[config.mk]
export PLATFORM = sky130hd
export DESIGN_NAME = mem_arbiter_flat
export DESIGN_NICKNAME = d
export VERILOG_FILES = /design/src/rtl/mem_arbiter_if.sv /design/src/rtl/mem_arbiter.sv /design/src/flat_wrapper.sv
export SDC_FILE = /design/constraint.sdc
export NUM_CORES = 1
export LEC_CHECK = 0
export CORE_ASPECT_RATIO = 1.25
export CORE_MARGIN = 8
export CORE_UTILIZATION = 39
export DETAILED_ROUTE_END_ITERATION = 6
export GPL_ROUTABILITY_DRIVEN = 0
export PLACE_DENSITY = 0.84
export SETUP_SLACK_MARGIN = 0.3
export SLEW_MARGIN = 5
export SYNTH_ARGS = -nofsm -noshare
export SYNTH_HDL_FRONTEND = slang
export SYNTH_SLANG_ARGS = --single-unit
[constraint.sdc]
create_clock -name clk -period 2.5 [get_ports clk]
set_clock_uncertainty 0.1 [all_clocks]
set_input_delay 0.5 -clock clk [delete_from_list [all_inputs] [get_ports clk]]
set_output_delay 0.5 -clock clk [all_outputs]
set_load 0.01 [all_outputs]
[src/rtl/mem_arbiter_if.sv]
// Signal bundle between the fetch/data clients, the arbiter and the memory port.
// The arbiter takes the slave view; the clients and memory model take the master view.
interface mem_arbiter_if;
  logic        f_req;
  logic [15:0] f_addr;
  logic        f_gnt;
  logic        f_valid;
  logic [15:0] f_data;
  logic        d_req;
  logic        d_we;
  logic [15:0] d_addr;
  logic [15:0] d_wdata;
  logic        d_gnt;
  logic        d_valid;
  logic [15:0] d_rdata;
  logic        err;
  logic        m_req;
  logic        m_we;
  logic [15:0] m_addr;
  logic [15:0] m_wdata;
  logic        m_ack;
  logic [15:0] m_rdata;

  modport slave (
    input  f_req, f_addr, d_req, d_we, d_addr, d_wdata, m_ack, m_rdata,
    output f_gnt, f_valid, f_data, d_gnt, d_valid, d_rdata, err,
           m_req, m_we, m_addr, m_wdata
  );

  modport master (
    output f_req, f_addr, d_req, d_we, d_addr, d_wdata, m_ack, m_rdata,
    input  f_gnt, f_valid, f_data, d_gnt, d_valid, d_rdata, err,
           m_req, m_we, m_addr, m_wdata
  );
endinterface

[src/rtl/mem_arbiter.sv]
// Two-client memory arbiter: data wins by default, fetch is forced through after
// STARVE consecutive losses; each transaction aborts after TIMEOUT unacked BUSY cycles.
module mem_arbiter #(
  parameter int STARVE  = 4,
  parameter int TIMEOUT = 255
) (
  input  logic         clk,
  input  logic         rst,
  mem_arbiter_if.slave bus
);
  localparam int SW = (STARVE < 1) ? 1 : $clog2(STARVE + 1);
  localparam int WW = (TIMEOUT < 2) ? 1 : $clog2(TIMEOUT);
  localparam logic [SW-1:0] SKIP_MAX  = SW'(STARVE);
  localparam logic [WW-1:0] WAIT_LAST = WW'(TIMEOUT - 1);

  typedef enum logic {S_IDLE, S_BUSY} state_t;
  typedef enum logic {OWN_FETCH, OWN_DATA} owner_t;

  state_t        r_state;
  owner_t        r_owner;
  logic [SW-1:0] r_skip;
  logic [WW-1:0] r_wait;
  logic          r_m_req;
  logic          r_m_we;
  logic [15:0]   r_m_addr;
  logic [15:0]   r_m_wdata;
  logic          r_f_valid;
  logic          r_d_valid;
  logic          r_err;
  logic [15:0]   r_f_data;
  logic [15:0]   r_d_rdata;

  logic w_idle;
  logic w_data_win;
  logic w_fetch_win;

  // Grants are suppressed while reset is held so nothing is accepted mid-reset.
  assign w_idle      = (r_state == S_IDLE) && !rst;
  assign w_data_win  = bus.d_req && !(bus.f_req && (r_skip == SKIP_MAX));
  assign w_fetch_win = bus.f_req && !w_data_win;

  assign bus.d_gnt   = w_idle && w_data_win;
  assign bus.f_gnt   = w_idle && w_fetch_win;
  assign bus.m_req   = r_m_req;
  assign bus.m_we    = r_m_we;
  assign bus.m_addr  = r_m_addr;
  assign bus.m_wdata = r_m_wdata;
  assign bus.f_valid = r_f_valid;
  assign bus.d_valid = r_d_valid;
  assign bus.err     = r_err;
  assign bus.f_data  = r_f_data;
  assign bus.d_rdata = r_d_rdata;

  always_ff @(posedge clk or posedge rst) begin
    if (rst) begin
      r_state   <= S_IDLE;
      r_owner   <= OWN_FETCH;
      r_skip    <= '0;
      r_wait    <= '0;
      r_m_req   <= 1'b0;
      r_m_we    <= 1'b0;
      r_m_addr  <= '0;
      r_m_wdata <= '0;
      r_f_valid <= 1'b0;
      r_d_valid <= 1'b0;
      r_err     <= 1'b0;
      r_f_data  <= '0;
      r_d_rdata <= '0;
    end else begin
      r_f_valid <= 1'b0;
      r_d_valid <= 1'b0;
      r_err     <= 1'b0;
      case (r_state)
        S_IDLE: begin
          if (w_data_win) begin
            r_state   <= S_BUSY;
            r_owner   <= OWN_DATA;
            r_m_req   <= 1'b1;
            r_m_we    <= bus.d_we;
            r_m_addr  <= bus.d_addr;
            r_m_wdata <= bus.d_wdata;
            r_wait    <= '0;
            if (!bus.f_req)
              r_skip <= '0;
            else if (r_skip != SKIP_MAX)
              r_skip <= r_skip + SW'(1);
          end else if (w_fetch_win) begin
            r_state   <= S_BUSY;
            r_owner   <= OWN_FETCH;
            r_m_req   <= 1'b1;
            r_m_we    <= 1'b0;
            r_m_addr  <= bus.f_addr;
            r_m_wdata <= '0;
            r_wait    <= '0;
            r_skip    <= '0;
          end
        end
        S_BUSY: begin
          // An ack arriving in the last allowed cycle still completes normally.
          if (bus.m_ack) begin
            r_state <= S_IDLE;
            r_m_req <= 1'b0;
            if (r_owner == OWN_FETCH) begin
              r_f_valid <= 1'b1;
              r_f_data  <= bus.m_rdata;
            end else begin
              r_d_valid <= 1'b1;
              if (!r_m_we)
                r_d_rdata <= bus.m_rdata;
            end
          end else if (r_wait == WAIT_LAST) begin
            r_state <= S_IDLE;
            r_m_req <= 1'b0;
            r_err   <= 1'b1;
            if (r_owner == OWN_FETCH) begin
              r_f_valid <= 1'b1;
              r_f_data  <= '0;
            end else begin
              r_d_valid <= 1'b1;
              r_d_rdata <= '0;
            end
          end else begin
            r_wait <= r_wait + WW'(1);
          end
        end
        default: r_state <= S_IDLE;
      endcase
    end
  end
endmodule

[src/flat_wrapper.sv]
// flat-port wrapper written by rule: the top's interface ports become plain ports
module mem_arbiter_flat 
#(
  parameter int STARVE  = 4,
  parameter int TIMEOUT = 255
)
  (clk, rst, bus_f_req, bus_f_addr, bus_d_req, bus_d_we, bus_d_addr, bus_d_wdata, bus_m_ack, bus_m_rdata, bus_f_gnt, bus_f_valid, bus_f_data, bus_d_gnt, bus_d_valid, bus_d_rdata, bus_err, bus_m_req, bus_m_we, bus_m_addr, bus_m_wdata);
  mem_arbiter_if bus_i ();
  input  logic clk;
  input  logic rst;
  input wire logic [$bits(bus_i.f_req)-1:0] bus_f_req;
  input wire logic [$bits(bus_i.f_addr)-1:0] bus_f_addr;
  input wire logic [$bits(bus_i.d_req)-1:0] bus_d_req;
  input wire logic [$bits(bus_i.d_we)-1:0] bus_d_we;
  input wire logic [$bits(bus_i.d_addr)-1:0] bus_d_addr;
  input wire logic [$bits(bus_i.d_wdata)-1:0] bus_d_wdata;
  input wire logic [$bits(bus_i.m_ack)-1:0] bus_m_ack;
  input wire logic [$bits(bus_i.m_rdata)-1:0] bus_m_rdata;
  output wire logic [$bits(bus_i.f_gnt)-1:0] bus_f_gnt;
  output wire logic [$bits(bus_i.f_valid)-1:0] bus_f_valid;
  output wire logic [$bits(bus_i.f_data)-1:0] bus_f_data;
  output wire logic [$bits(bus_i.d_gnt)-1:0] bus_d_gnt;
  output wire logic [$bits(bus_i.d_valid)-1:0] bus_d_valid;
  output wire logic [$bits(bus_i.d_rdata)-1:0] bus_d_rdata;
  output wire logic [$bits(bus_i.err)-1:0] bus_err;
  output wire logic [$bits(bus_i.m_req)-1:0] bus_m_req;
  output wire logic [$bits(bus_i.m_we)-1:0] bus_m_we;
  output wire logic [$bits(bus_i.m_addr)-1:0] bus_m_addr;
  output wire logic [$bits(bus_i.m_wdata)-1:0] bus_m_wdata;
  assign bus_i.f_req = bus_f_req;
  assign bus_i.f_addr = bus_f_addr;
  assign bus_i.d_req = bus_d_req;
  assign bus_i.d_we = bus_d_we;
  assign bus_i.d_addr = bus_d_addr;
  assign bus_i.d_wdata = bus_d_wdata;
  assign bus_i.m_ack = bus_m_ack;
  assign bus_i.m_rdata = bus_m_rdata;
  assign bus_f_gnt = bus_i.f_gnt;
  assign bus_f_valid = bus_i.f_valid;
  assign bus_f_data = bus_i.f_data;
  assign bus_d_gnt = bus_i.d_gnt;
  assign bus_d_valid = bus_i.d_valid;
  assign bus_d_rdata = bus_i.d_rdata;
  assign bus_err = bus_i.err;
  assign bus_m_req = bus_i.m_req;
  assign bus_m_we = bus_i.m_we;
  assign bus_m_addr = bus_i.m_addr;
  assign bus_m_wdata = bus_i.m_wdata;
  mem_arbiter #(.STARVE(STARVE), .TIMEOUT(TIMEOUT)) u_core (.clk(clk), .rst(rst), .bus(bus_i));
endmodule
==> results.toml <==
[synth]
synth_enable_flop_cells = 0
synth_flop_cell = "dfrtp_1"
yosys.area_share.simple = 0.0878
synth_top_cell_by_area = "dfrtp_1"
ys.warnings.count = 0
synthMuxAreaShare = 0.0614
seq_area_frac_synth = 0.585
synth-seq-cells = 82
synth_area_per_cell_um2 = 12.4
synth.top_cell.area_share = 0.585
synth_top_family_by_area = "compound AO/OA/AOI/OAI gates"
synth-compound-area-share = 0.212
syn_inst = 282
synth_area_leaders = "dfrtp_1, a22o_1, mux2i_1"
synth_xor_area_frac = 0
synthAdderAreaFrac = 0.0143
ys_types = 36
synthesis.nets = 356
syn_area_um2 = 3510
synth-async-reset-ratio = 1.00

[floorplan]
num_rows = 38
fp.dieH_um = 122
pin_count = 141
dieArea_um2 = 12300
die_w_um = 101
initial_core_util = 0.403
coreArea_um2 = 8700

[power]
p_per_area_nw_per_um2 = 1020
max-vdd-ir-drop_mv = 0.382
power.leakage_nw = 2.37
power.total_mw = 5.40

[worst_setup_path]
crit_chain = "inv_1 -> ha_2 -> nand3_2 -> a211oi_2 -> buf_2"
cp.arrival_ps = 1480
critPathLaunchType = "flip-flop"
crit_family = "flip-flops"
worstSetupEndpointType = "output pin"
cp_max_fo = 3
cp.required_ps = 1900
max_stage_delay_ps = 400
slowest_stage = "dfrtp_1"
path_buf_inv = 2
path_class = "reg -> out"

[routing]
drc = 0
ant_nets = 0
drt_wl_total_um = 9660
avgViaCountPerCell = 5.10
firstDrtPassIters = 4
first_iter_violations = 106
vias = 2804
wl_per_cell_um = 17.6

[timing]
post-route-period-util = 0.834
rsz0062_at_grt = "no"
hold_viol = 0
clock.fmax_mhz = 480
fin_crit_ps = 2080
drv_slew = 0
holdWs_ps = 380
slew_headroom = 0.581
worstMarginPinSlew_ps = 627
setup_violations = 0

[cts]
cts-root-buf = "clkbuf_8"
path_clk_slew_ps = 80
htree_levels = 3
clock_sinks = 82
cts-buffers-inserted = 9
cts_setup_buffers = 0
clk-insertion-delay-late_ps = 360
cts_tree = "yes"
clock_path_buffers = 2

[min_path]
min_path_type = "reg -> reg"

[global_routing]
grt_pass1_wl_um = 15700
grt_pass1_vias = 3105
antenna_found_initial = 0
grtUsageTotal = 0.162
grt_max_degree = 54
gr-total-overflow = 0

[placement]
hpwlAfterDp_um = 7400
dp.cells = 534
port_buffers = 140
place_area_um2 = 5050

[finish]
area_delta_synth_final_pct = 50.3
layout.nets = 499
diodes = 0
final_common_cell = "clkdlybuf4s50_1"
post_layout_nonfiller_instances = 550
mostFrequentLayoutCells = "clkdlybuf4s50_1, dfrtp_1, a22o_1, nand2_1, mux2i_1"
drive_gt1_frac = 0.0977
fillers = 708
finalInstanceArea_um2 = 5270

[job]
max_cap_viol_count = 0

[status]
status = "completed"
[cell usage after synthesis (3+ instances only)]
| cell | n |
|---|---|
| inv_1 | 8 |
| a32o_1 | 4 |
| nand4_1 | 5 |
| buf_2 | 9 |
| nand3_1 | 4 |
| ha_1 | 4 |
| clkbuf_1 | 6 |
| mux2i_1 | 20 |
| buf_6 | 3 |
| dfrtp_1 | 82 |
| nand2_1 | 26 |
| a22o_1 | 60 |
| nor2_1 | 4 |
| nor2_2 | 3 |
| o21ai_0 | 18 |
[area by class of cell]
| class | instances | area [µm²] | area share |
|---|---|---|---|
| repair buffers | 151 | 1490 | 0.283 |
| flip-flops and latches | 82 | 2050 | 0.390 |
| well taps | 120 | 150 | 0.0285 |
| clock inverters | 4 | 76.3 | 0.0145 |
| multi-input cells | 173 | 1330 | 0.253 |
| inverters | 8 | 33.8 | 0.00641 |
| clock buffers | 12 | 135 | 0.0256 |
[power by group]
part	total, mW	switching [mW]	internal [mW]
Sequential	2.15	0.342	1.81
Clock	1.03	0.466	0.566
Combinational	2.22	0.903	1.31
Total	5.40	1.71	3.69
[worst register-to-register path: stages, from the launching register on]
cell,delay (ps)
dfrtp_1,370
inv_1,70
ha_2,200
nand3_2,70
nand2_1,70
buf_4,240
nor2_4,410
a22o_1,210
[state kept, by name, indices dropped and copies added (netlist names)]
register,flops
u_core.bus.err,1
u_core.bus.m_req,1
u_core.bus.d_valid,1
u_core.r_owner,1
u_core.bus.d_rdata,16
u_core.r_wait,8
u_core.bus.f_valid,1
u_core.r_skip,3
u_core.bus.m_wdata,16
u_core.bus.m_addr,16
u_core.bus.m_we,1
u_core.r_state,1
u_core.bus.f_data,16
[cell families (layout without fill, tap and decap cells)]
kind of cell / count (synthesis) / in the layout
AOI/OAI and AO/OA: 93 / 93
adders and majority gates: 4 / 4
buffers and inverters: 27 / 175
DFF: 82 / 82
muxes: 21 / 21
and+or+nand+nor: 55 / 55
[routing by layer]
metal | global-route usage | part of all wire
met1 | 0.173 | 0.40
met2 | 0.280 | 0.50
met3 | 0.0525 | 0.078
met4 | 0.0825 | 0.024
met5 | 0 | 0
[stage by stage]
stage,util,worst slack [ps],setup TNS [ps]
floorplan,-,564,0
global placement,0.580,-83.0,-83.0
detailed placement,0.580,-107,-107
CTS,0.604,305,0
global route,0.606,325,0
finish,0.606,416,0
[final timing paths]
path,start,endpoint,slack (ps),cells after the start
min,u_core.bus.m_addr[5],u_core.bus.m_addr[5],380,2
max reg2reg,u_core.r_skip[0],u_core.bus.m_wdata[9],690,7
min in group asynchronous,rst,u_core.r_wait[0],550,3
min reg2reg,u_core.bus.m_addr[5],u_core.bus.m_addr[5],380,2
max in group asynchronous,rst,u_core.bus.m_wdata[15],1430,3
max,u_core.r_skip[0],bus_f_gnt,420,5
[repair_timing]
action	4_1_cts	5_1_grt
resized for setup	11	5
pin swaps	0	1
hold buffers	0	0
endpoints found under the setup margin	2	20
No activity file was read; power rests on OpenSTA's default activity.
